File: config.mk
export PLATFORM = sky130hd
export DESIGN_NAME = imm_gen_pipe
export DESIGN_NICKNAME = d
export VERILOG_FILES = /design/src/rtl/imm_gen_pkg.sv /design/src/rtl/imm_gen_fmt.sv /design/src/rtl/imm_gen_pipe.sv
export SDC_FILE = /design/constraint.sdc
export NUM_CORES = 1
export LEC_CHECK = 0
export ABC_AREA = 1
export CAP_MARGIN = 20
export CELL_PAD_IN_SITES_DETAIL_PLACEMENT = 2
export CELL_PAD_IN_SITES_GLOBAL_PLACEMENT = 2
export CORE_MARGIN = 4
export CORE_UTILIZATION = 31
export DETAILED_ROUTE_END_ITERATION = 7
export DONT_BUFFER_PORTS = 1
export PLACE_DENSITY_LB_ADDON = 0.1
export SYNTH_ARGS = -nofsm -noshare
export SYNTH_HDL_FRONTEND = slang
export SYNTH_SLANG_ARGS = --single-unit
File: constraint.sdc
create_clock -name clk -period 1.3 [get_ports clk]
set_input_delay 0.13 -clock clk [delete_from_list [all_inputs] [get_ports clk]]
set_output_delay 0.13 -clock clk [all_outputs]
set_load 0.1 [all_outputs]
File: src/rtl/imm_gen_pkg.sv
// Shared format encodings and defaults for the pipelined immediate generator.
// Encoding IMM_Z is only legal when IMM_GEN_CSR_EN is defined.
package imm_gen_pkg;

    localparam int XLEN_DEFAULT = 32;
    localparam int TAG_W_DEFAULT = 5;
    localparam int CNT_W_DEFAULT = 8;

    localparam logic [2:0] IMM_I = 3'b000;
    localparam logic [2:0] IMM_S = 3'b001;
    localparam logic [2:0] IMM_B = 3'b010;
    localparam logic [2:0] IMM_J = 3'b011;
    localparam logic [2:0] IMM_U = 3'b100;
    localparam logic [2:0] IMM_Z = 3'b101;

endpackage

File: src/rtl/imm_gen_fmt.sv
// Combinational immediate extraction from instr[31:7]; every format sign-extends from bit 31.
// IMM_GEN_CSR_EN enables the zero-extended CSR uimm (Z) format on encoding 101.
module imm_gen_fmt
    import imm_gen_pkg::*;
#(
    parameter int XLEN = XLEN_DEFAULT
) (
    input  logic [24:0]     in_imm,
    input  logic [2:0]      in_src,
    output logic [XLEN-1:0] imm,
    output logic            ill
);

    logic [31:7] ins;
    logic [31:0] v;

    assign ins = in_imm;

    // Z has bit 31 clear, so the common sign-fill below zero-extends it for free.
    always_comb begin
        v   = '0;
        ill = 1'b0;
        case (in_src)
            IMM_I: v = {{20{ins[31]}}, ins[31:20]};
            IMM_S: v = {{20{ins[31]}}, ins[31:25], ins[11:7]};
            IMM_B: v = {{19{ins[31]}}, ins[31], ins[7], ins[30:25], ins[11:8], 1'b0};
            IMM_J: v = {{11{ins[31]}}, ins[31], ins[19:12], ins[20], ins[30:21], 1'b0};
            IMM_U: v = {ins[31:12], 12'b0};
`ifdef IMM_GEN_CSR_EN
            IMM_Z: v = {27'b0, ins[19:15]};
`endif
            default: ill = 1'b1;
        endcase
    end

    always_comb begin
        imm       = {XLEN{v[31]}};
        imm[31:0] = v;
    end

endmodule

File: src/rtl/imm_gen_pipe.sv
// Registered immediate generator with valid/ready on both sides, a 1-entry skid buffer
// and a saturating illegal-format counter. IMM_GEN_CSR_EN enables the Z (CSR uimm) format.
module imm_gen_pipe
    import imm_gen_pkg::*;
#(
    parameter int XLEN  = XLEN_DEFAULT,
    parameter int TAG_W = TAG_W_DEFAULT,
    parameter int CNT_W = CNT_W_DEFAULT
) (
    input  logic             clk,
    input  logic             reset,
    input  logic             in_valid,
    output logic             in_ready,
    input  logic [24:0]      in_imm,
    input  logic [2:0]       in_src,
    input  logic [TAG_W-1:0] in_tag,
    output logic             out_valid,
    input  logic             out_ready,
    output logic [XLEN-1:0]  out_imm,
    output logic [TAG_W-1:0] out_tag,
    output logic             out_ill,
    input  logic             ill_clr,
    output logic [CNT_W-1:0] ill_cnt
);

    logic [XLEN-1:0]  fmt_imm;
    logic             fmt_ill;

    logic             skid_valid;
    logic             skid_valid_nxt;
    logic [XLEN-1:0]  skid_imm;
    logic [TAG_W-1:0] skid_tag;
    logic             skid_ill;

    logic             accept;
    logic             out_load;

    imm_gen_fmt #(.XLEN(XLEN)) u_fmt (
        .in_imm (in_imm),
        .in_src (in_src),
        .imm    (fmt_imm),
        .ill    (fmt_ill)
    );

    assign accept   = in_valid && in_ready;
    assign out_load = !out_valid || out_ready;

    // in_ready is low whenever the skid holds data, so accept and skid_valid never coincide.
    always_comb begin
        skid_valid_nxt = skid_valid;
        if (skid_valid && out_load) begin
            skid_valid_nxt = 1'b0;
        end else if (accept && !out_load) begin
            skid_valid_nxt = 1'b1;
        end
    end

    always_ff @(posedge clk) begin
        if (reset) begin
            in_ready   <= 1'b0;
            skid_valid <= 1'b0;
            skid_imm   <= '0;
            skid_tag   <= '0;
            skid_ill   <= 1'b0;
            out_valid  <= 1'b0;
            out_imm    <= '0;
            out_tag    <= '0;
            out_ill    <= 1'b0;
        end else begin
            skid_valid <= skid_valid_nxt;
            in_ready   <= !skid_valid_nxt;

            if (accept && !out_load) begin
                skid_imm <= fmt_imm;
                skid_tag <= in_tag;
                skid_ill <= fmt_ill;
            end

            if (out_load) begin
                if (skid_valid) begin
                    out_valid <= 1'b1;
                    out_imm   <= skid_imm;
                    out_tag   <= skid_tag;
                    out_ill   <= skid_ill;
                end else if (accept) begin
                    out_valid <= 1'b1;
                    out_imm   <= fmt_imm;
                    out_tag   <= in_tag;
                    out_ill   <= fmt_ill;
                end else begin
                    out_valid <= 1'b0;
                end
            end
        end
    end

    // A clear coinciding with an illegal accept counts that accept.
    always_ff @(posedge clk) begin
        if (reset) begin
            ill_cnt <= '0;
        end else if (ill_clr) begin
            ill_cnt <= (accept && fmt_ill) ? CNT_W'(1) : '0;
        end else if (accept && fmt_ill && !(&ill_cnt)) begin
            ill_cnt <= ill_cnt + CNT_W'(1);
        end
    end

endmodule

==> metrics.txt, run 1 <==
# TYPE chip_impl_metric gauge
chip_impl_info{name="clock-root-buffer",value="sky130_fd_sc_hd__clkbuf_16"} 1
chip_impl_metric{name="fmax",unit="MHz"} 709
chip_impl_metric{name="rd_place_congestion",unit=""} 0.788
chip_impl_metric{name="worst_pin_slew",unit="ns"} 0.479
chip_impl_metric{name="postSynthCellCount",unit=""} 522
chip_impl_metric{name="clock_pin_slew_on_the_worst_setup_and_hold_paths",unit="ns"} 0.06
chip_impl_metric{name="io_pins",unit=""} 86
chip_impl_info{name="failed_checks",value="negative hold slack, negative setup slack"} 1
chip_impl_metric{name="synth.net_count",unit=""} 561
chip_impl_metric{name="timing.clock.skew",unit="ns"} 0.00594
chip_impl_metric{name="grt.overflow.total",unit=""} 0
chip_impl_metric{name="maxCapViolations",unit=""} 0
chip_impl_info{name="endpoint",value="ill_cnt[4]"} 1
chip_impl_metric{name="synthesis.area_per_instance",unit="um^2"} 7.35
chip_impl_metric{name="cts_made_buffers",unit=""} 9
chip_impl_metric{name="initial_core_util",unit="%"} 31.8
chip_impl_metric{name="critPathArrivalTime",unit="ns"} 1.69
chip_impl_info{name="worstReg2RegStart",value="ill_cnt[0]"} 1
chip_impl_metric{name="fin_hold_ws",unit="ns"} -0.169
chip_impl_metric{name="wire_length_of_the_first_global_routing_pass",unit="um"} 22900
chip_impl_info{name="endpoint_kind",value="flop"} 1
chip_impl_metric{name="worst-r2r-setup-slack",unit="ns"} -0.11
chip_impl_metric{name="drc_errors",unit=""} 0
chip_impl_info{name="run_status",value="complete, but fails checks"} 1
chip_impl_metric{name="worst-r2r-cell-count",unit=""} 8
chip_impl_metric{name="routed_wl",unit="um"} 14700
chip_impl_metric{name="timing.final.ws_setup",unit="ns"} -0.110
chip_impl_metric{name="seq_area_frac_synth",unit="%"} 45.4
chip_impl_info{name="crit_chain",value="ha_4 > nand2_4 > buf_4 > o21bai_1 > o21ai_1 > nor2_1 > nand2_1 > a21oi_2"} 1
chip_impl_info{name="grt_setup_unrepaired",value="yes"} 1
chip_impl_metric{name="fraction_of_final_layout_cells_with_drive_strength_greater_than_1",unit="%"} 24.2
chip_impl_info{name="most-common-layout-cells",value="sky130_fd_sc_hd__nand2_1, sky130_fd_sc_hd__dfxtp_1, sky130_fd_sc_hd__a21oi_1"} 1
chip_impl_metric{name="power.ir.vdd_worst",unit="V"} 0.000645
chip_impl_metric{name="cts_sinks",unit=""} 87
chip_impl_metric{name="static-leakage-power",unit="nW"} 2.28
chip_impl_info{name="tritoncts",value="done"} 1
chip_impl_metric{name="drtIter0Drc",unit=""} 176
chip_impl_metric{name="design.die.area",unit="um^2"} 14200
chip_impl_metric{name="crit_path_max_fanout",unit=""} 4
chip_impl_metric{name="drt_first_pass_iters",unit=""} 4
chip_impl_metric{name="final_util",unit="%"} 43.4
chip_impl_metric{name="critPathRequiredTime",unit="ns"} 1.58
chip_impl_metric{name="layout.filler_cells",unit=""} 1385
chip_impl_metric{name="drt-vias-per-instance",unit=""} 5.16
chip_impl_metric{name="die_width",unit="um"} 119
chip_impl_metric{name="synthDistinctLibCells",unit=""} 30
chip_impl_metric{name="power",unit="W"} 0.00702
chip_impl_metric{name="power_density",unit="nW/um^2"} 1340
chip_impl_metric{name="synth_seq_cells",unit=""} 87
chip_impl_metric{name="detail_route.wl_per_cell",unit="um"} 19.2
chip_impl_metric{name="core_area",unit="um^2"} 12100
chip_impl_metric{name="final_period_minus_worst_setup_slack",unit="ns"} 1.41
chip_impl_metric{name="via_count",unit=""} 3966
chip_impl_info{name="crit_path_start_kind",value="flop"} 1
chip_impl_metric{name="area.growth.synth_to_final",unit="%"} 36.2
chip_impl_metric{name="diodes",unit=""} 0
chip_impl_metric{name="final_setup_vio_count",unit=""} 2
chip_impl_metric{name="final_nets",unit=""} 634
chip_impl_metric{name="worst_slew_margin_rel",unit="%"} 67.9
chip_impl_metric{name="dp_hpwl",unit="um"} 9170
chip_impl_metric{name="clkLatencyLatePin",unit="ns"} 0.35
chip_impl_metric{name="syn-cell-area",unit="um^2"} 3840
chip_impl_metric{name="place_worst_setup_slack",unit="ns"} -0.136
chip_impl_metric{name="report.final.hold_viol_count",unit=""} 12
chip_impl_metric{name="synth-warning-count",unit=""} 0
chip_impl_metric{name="portBuffers",unit=""} 0
chip_impl_metric{name="final_max_slew_viol_count",unit=""} 0
chip_impl_metric{name="ctsHoldBuffers",unit=""} 21
chip_impl_metric{name="antenna_found_initial",unit=""} 0
chip_impl_metric{name="grtUsageTotal",unit="%"} 20.1
chip_impl_info{name="synth_area_leaders",value="sky130_fd_sc_hd__dfxtp_1, sky130_fd_sc_hd__o21ai_0, sky130_fd_sc_hd__a21oi_1"} 1
chip_impl_metric{name="drtAntennaViolNets",unit=""} 0
chip_impl_info{name="worstReg2RegEnd",value="ill_cnt[4]"} 1
chip_impl_metric{name="grt_max_degree",unit=""} 51
chip_impl_info{name="setup.worst_path.start",value="ill_cnt[0]"} 1
chip_impl_metric{name="final_min_period_over_clock_period",unit="%"} 108
chip_impl_metric{name="first_global_vias",unit=""} 4390
chip_impl_info{name="min_path_type",value="in -> reg"} 1
chip_impl_info{name="cpMaxStageDelayCell",value="sky130_fd_sc_hd__dfxtp_4"} 1
chip_impl_metric{name="clock_tree.buffer_depth",unit=""} 2
chip_impl_metric{name="fin_tns_setup",unit="ns"} -0.110
chip_impl_metric{name="timing.critical_path.slowest_cell_delay",unit="ns"} 0.38
chip_impl_info{name="synth.largest_area_cell",value="sky130_fd_sc_hd__dfxtp_1"} 1
chip_impl_info{name="most_common_cell_after_layout_fill_and_taps_aside",value="sky130_fd_sc_hd__nand2_1"} 1
chip_impl_metric{name="fp-row-count",unit=""} 40
chip_impl_metric{name="ctsHtreeMaxLevel",unit=""} 3
chip_impl_info{name="timing.setup.critical_path_class",value="reg -> reg"} 1
chip_impl_metric{name="die_h",unit="um"} 119
chip_impl_metric{name="synth_top_area_share",unit="%"} 45.4
-- metal layers --
layer	vias up	track usage, %	wire length, um
met5	-	0	0
met4	0	6.66	225
met3	15	3.61	561
met2	65	35.5	7400
met1	1967	24.6	6540
li1	1919	-	-
-- repair_timing --
action                                  4_1_cts  5_1_grt
endpoints found under the setup margin       41       60
cloned                                        1        1
setup buffers                                 2        2
hold endpoints to repair                     47       12
resized for setup                             5       34
pin swaps                                     2       12
-- where the power goes --
part | internal (W) | switching (W)
Clock | 0.00157 | 0.00112
Sequential | 0.00277 | 0.0000740
Combinational | 0.000366 | 0.00113
-- metrics by stage --
stage               instances  hold slack (ns)  area, um^2
finish                    768           -0.169        5230
global route              768           -0.182        5230
CTS                       765           -0.176        5070
detailed placement        725            0.195        4520
global placement          725            0.193        4520
floorplan                 522            0.286        3980
-- Yosys cell counts (all sizes together) --
cell    instances
a31oi          25
nand2          96
o21ai          91
inv            32
a21oi          69
clkinv          1
o22ai           1
nand4           1
o211ai          1
nor3            2
dfxtp          87
nand3          22
buf            18
nor2           56
o21bai          2
clkbuf         16
ha              1
a211oi          1
-- cell families after synthesis --
family	count (synthesis)	synth area share [%]
fa+ha+maj	1	0.326
simple gates	177	20.2
compound gates	190	26.6
flops	87	45.4
buf+inv	67	7.50
-- critical path: cells and delay by family, from the launching register on --
kind	cells	cell delay (ns)
compound gates	3	0.38
fa+ha+maj	1	0.16
buf+inv	1	0.15
flops	1	0.38
simple gates	3	0.27
-- area by class of cell --
class                      instances  area [um^2]  area share, %
clock buffer                      14          295           5.65
tap                              168          210           4.02
timing repair buffer              95          856           16.4
clock inverter                     2         10.0          0.191
inverter                          33          148           2.82
multi-input combinational        369         1940           37.0
sequential                        87         1770           33.9
-- flip-flops by register name (all words and copies together) (netlist names) --
signal      flops
skid_imm       32
out_valid       1
out_tag         5
out_ill         1
out_imm        32
skid_tag        5
skid_valid      1
skid_ill        1
ill_cnt         8
in_ready        1
-- worst min-delay path by stage --
stage                          start      endpoint  slack [ns]  cells after the start
after floorplan           in_imm[23]  skid_imm[10]        0.29                      2
after CTS                      reset    ill_cnt[0]       -0.18                      1
after global routing           reset    ill_cnt[4]       -0.18                      1
after detailed placement       reset    ill_cnt[4]        0.19                      1
after global placement         reset    ill_cnt[4]        0.19                      1
final                          reset    ill_cnt[4]       -0.17                      1
Power figures use the tool's default switching activity.
==> run 2: changes to the inputs <==
Settings changed: SETUP_SLACK_MARGIN set to 0.3.
==> metrics.txt, run 2 (synthesis gave the netlist of run 1 again) <==
# TYPE chip_impl_metric gauge
chip_impl_metric{name="area.growth.synth_to_final",unit="%"} 79.6
chip_impl_info{name="grt_setup_unrepaired",value="yes"} 1
chip_impl_metric{name="final_nets",unit=""} 680
chip_impl_metric{name="timing.final.ws_setup",unit="ns"} -0.293
chip_impl_metric{name="die_h",unit="um"} 119
chip_impl_metric{name="final-seq-area",unit="um^2"} 1870
chip_impl_metric{name="wire_length_of_the_first_global_routing_pass",unit="um"} 28300
chip_impl_metric{name="drtAntennaViolNets",unit=""} 0
chip_impl_metric{name="routed_wl",unit="um"} 26100
chip_impl_metric{name="fp-row-count",unit=""} 40
chip_impl_metric{name="grtUsageTotal",unit="%"} 25.3
chip_impl_metric{name="worst_pin_slew",unit="ns"} 0.540
chip_impl_info{name="run_status",value="complete, but fails checks"} 1
chip_impl_info{name="failed_checks",value="negative hold slack, negative setup slack"} 1
chip_impl_metric{name="clkLatencyLatePin",unit="ns"} 0.37
chip_impl_metric{name="clock_tree.buffer_depth",unit=""} 2
chip_impl_metric{name="final_period_minus_worst_setup_slack",unit="ns"} 1.59
chip_impl_metric{name="critPathRequiredTime",unit="ns"} 1.54
chip_impl_metric{name="final_setup_vio_count",unit=""} 83
chip_impl_metric{name="drtIter0Drc",unit=""} 392
chip_impl_metric{name="maxCapViolations",unit=""} 0
chip_impl_metric{name="ctsHtreeMaxLevel",unit=""} 3
chip_impl_metric{name="crit_path_max_fanout",unit=""} 11
chip_impl_metric{name="drc_errors",unit=""} 0
chip_impl_metric{name="die_width",unit="um"} 119
chip_impl_metric{name="portBuffers",unit=""} 0
chip_impl_info{name="most-common-layout-cells",value="sky130_fd_sc_hd__nand2_1, sky130_fd_sc_hd__buf_12, sky130_fd_sc_hd__a21oi_1"} 1
chip_impl_metric{name="timing.clock.skew",unit="ns"} 0.0127
chip_impl_metric{name="power_density",unit="nW/um^2"} 1120
chip_impl_metric{name="initial_core_util",unit="%"} 31.8
chip_impl_metric{name="cts_made_buffers",unit=""} 9
chip_impl_metric{name="fraction_of_final_layout_cells_with_drive_strength_greater_than_1",unit="%"} 47.4
chip_impl_info{name="crit_path_start_kind",value="flop"} 1
chip_impl_metric{name="ctsHoldBuffers",unit=""} 20
chip_impl_metric{name="clock_pin_slew_on_the_worst_setup_and_hold_paths",unit="ns"} 0.08
chip_impl_metric{name="grt.overflow.total",unit=""} 0
chip_impl_metric{name="antenna_found_initial",unit=""} 1
chip_impl_metric{name="dp_hpwl",unit="um"} 9470
chip_impl_info{name="clock-root-buffer",value="sky130_fd_sc_hd__clkbuf_16"} 1
chip_impl_info{name="largestRegisters",value="out_imm: 32 flops, skid_imm: 32 flops, ill_cnt: 8 flops"} 1
chip_impl_metric{name="drt-vias-per-instance",unit=""} 5.89
chip_impl_info{name="most_common_cell_after_layout_fill_and_taps_aside",value="sky130_fd_sc_hd__nand2_1"} 1
chip_impl_metric{name="static-leakage-power",unit="nW"} 2.84
chip_impl_metric{name="via_count",unit=""} 4806
chip_impl_info{name="timing.setup.critical_path_class",value="reg -> reg"} 1
chip_impl_metric{name="critPathArrivalTime",unit="ns"} 1.83
chip_impl_metric{name="multi_input_comb_area",unit="um^2"} 2280
chip_impl_metric{name="drt_first_pass_iters",unit=""} 5
chip_impl_metric{name="power.ir.vdd_worst",unit="V"} 0.000890
chip_impl_metric{name="first_global_vias",unit=""} 4875
chip_impl_metric{name="final_max_slew_viol_count",unit=""} 0
chip_impl_metric{name="final_min_period_over_clock_period",unit="%"} 123
chip_impl_metric{name="worst_slew_margin_rel",unit="%"} 63.6
chip_impl_metric{name="power",unit="W"} 0.00774
chip_impl_metric{name="detail_route.wl_per_cell",unit="um"} 32.0
chip_impl_metric{name="fin_tns_setup",unit="ns"} -7.52
chip_impl_metric{name="grt_max_degree",unit=""} 40
chip_impl_info{name="min_path_type",value="in -> reg"} 1
chip_impl_metric{name="io_pins",unit=""} 86
chip_impl_metric{name="fin_hold_ws",unit="ns"} -0.180
chip_impl_metric{name="rd_place_congestion",unit=""} 0.804
chip_impl_info{name="endpoint_kind",value="flop"} 1
chip_impl_metric{name="fmax",unit="MHz"} 628
chip_impl_metric{name="report.final.hold_viol_count",unit=""} 11
chip_impl_metric{name="core_area",unit="um^2"} 12100
chip_impl_metric{name="cts_sinks",unit=""} 87
chip_impl_info{name="tritoncts",value="done"} 1
chip_impl_metric{name="design.die.area",unit="um^2"} 14200
chip_impl_metric{name="layout.filler_cells",unit=""} 1161
-- run 2: cell count changes in the layout (fill, tap and decap cells not counted), moves of 18 or more --
cell                      before  now
sky130_fd_sc_hd__buf_12        4   60
sky130_fd_sc_hd__o21ai_2       5   51
sky130_fd_sc_hd__dfxtp_1      77   38
sky130_fd_sc_hd__o21ai_1      60   27
sky130_fd_sc_hd__buf_4        64   38
sky130_fd_sc_hd__dfxtp_2       2   23
sky130_fd_sc_hd__dfxtp_4       8   26
sky130_fd_sc_hd__o21ai_0      25    7
-- run 2: cell type report --
class / count / share of cell area [%]
multi-input cells: 369 / 33.0
repair buffers: 140 / 30.5
flip-flops and latches: 87 / 27.1
clock buffers: 15 / 3.88
well taps: 168 / 3.05
inverters: 33 / 2.09
repair inverters: 1 / 0.236
clock inverters: 1 / 0.0726
diodes: 2 / 0.0726
-- run 2: metal layers --
| metal | vias to the layer above | routed length (um) | GRT usage (%) |
|---|---|---|---|
| li1 | 2014 | - | - |
| met1 | 2483 | 9900 | 29.3 |
| met2 | 219 | 13900 | 46.3 |
| met3 | 90 | 1150 | 3.80 |
| met4 | 0 | 1210 | 10.2 |
| met5 | - | 0 | 0 |
-- run 2: metrics by stage --
step / setup WS, ns / cells / cell area (um^2) / util [%] / hold WS, ns
2_1_floorplan: -0.169 / 522 / 4070 / - / 0.261
3_3_place_gp: 0.0418 / 723 / 4630 / 38.4 / 0.196
3_5_place_dp: -0.0318 / 723 / 4630 / 38.4 / 0.196
4_1_cts: 0.0193 / 791 / 6280 / 52.1 / -0.171
5_1_grt: -0.287 / 816 / 6890 / 57.1 / -0.198
6_report: -0.293 / 816 / 6890 / 57.1 / -0.180
-- run 2: worst paths after layout --
check                                  from          to  slack [ns]  cells after the start
worst max-delay path              out_valid  out_imm[4]       -0.29                      8
worst min-delay path                  reset  ill_cnt[4]       -0.18                      1
worst max register to register    out_valid  out_imm[4]       -0.29                      8
worst min register to register  skid_tag[0]  out_tag[0]        0.50                      2
-- run 2: timing repair --
item	CTS	global route
gates resized for setup	204	101
hold endpoints to repair	44	11
setup endpoints to repair	132	132
pin swaps	17	19
gates cloned	8	4
setup buffers	24	19
-- run 2: power breakdown --
part / switching (W) / leakage, nW / total (W) / internal [W]
clock: 0.00129 / 0.134 / 0.00270 / 0.00141
combinational: 0.00138 / 1.97 / 0.00212 / 0.000748
sequential: 0.000151 / 0.736 / 0.00292 / 0.00277
total: 0.00282 / 2.84 / 0.00774 / 0.00493
-- run 2: worst max-delay path, cell delays in order (launching register included) --
cell and delay [ns]:
sky130_fd_sc_hd__dfxtp_4 0.38, sky130_fd_sc_hd__inv_4 0.04, sky130_fd_sc_hd__nor2_4 0.18, sky130_fd_sc_hd__inv_2 0.10, sky130_fd_sc_hd__nand2_8 0.12, sky130_fd_sc_hd__inv_8 0.07
sky130_fd_sc_hd__buf_12 0.16, sky130_fd_sc_hd__o21ai_1 0.28, sky130_fd_sc_hd__a21oi_1 0.11
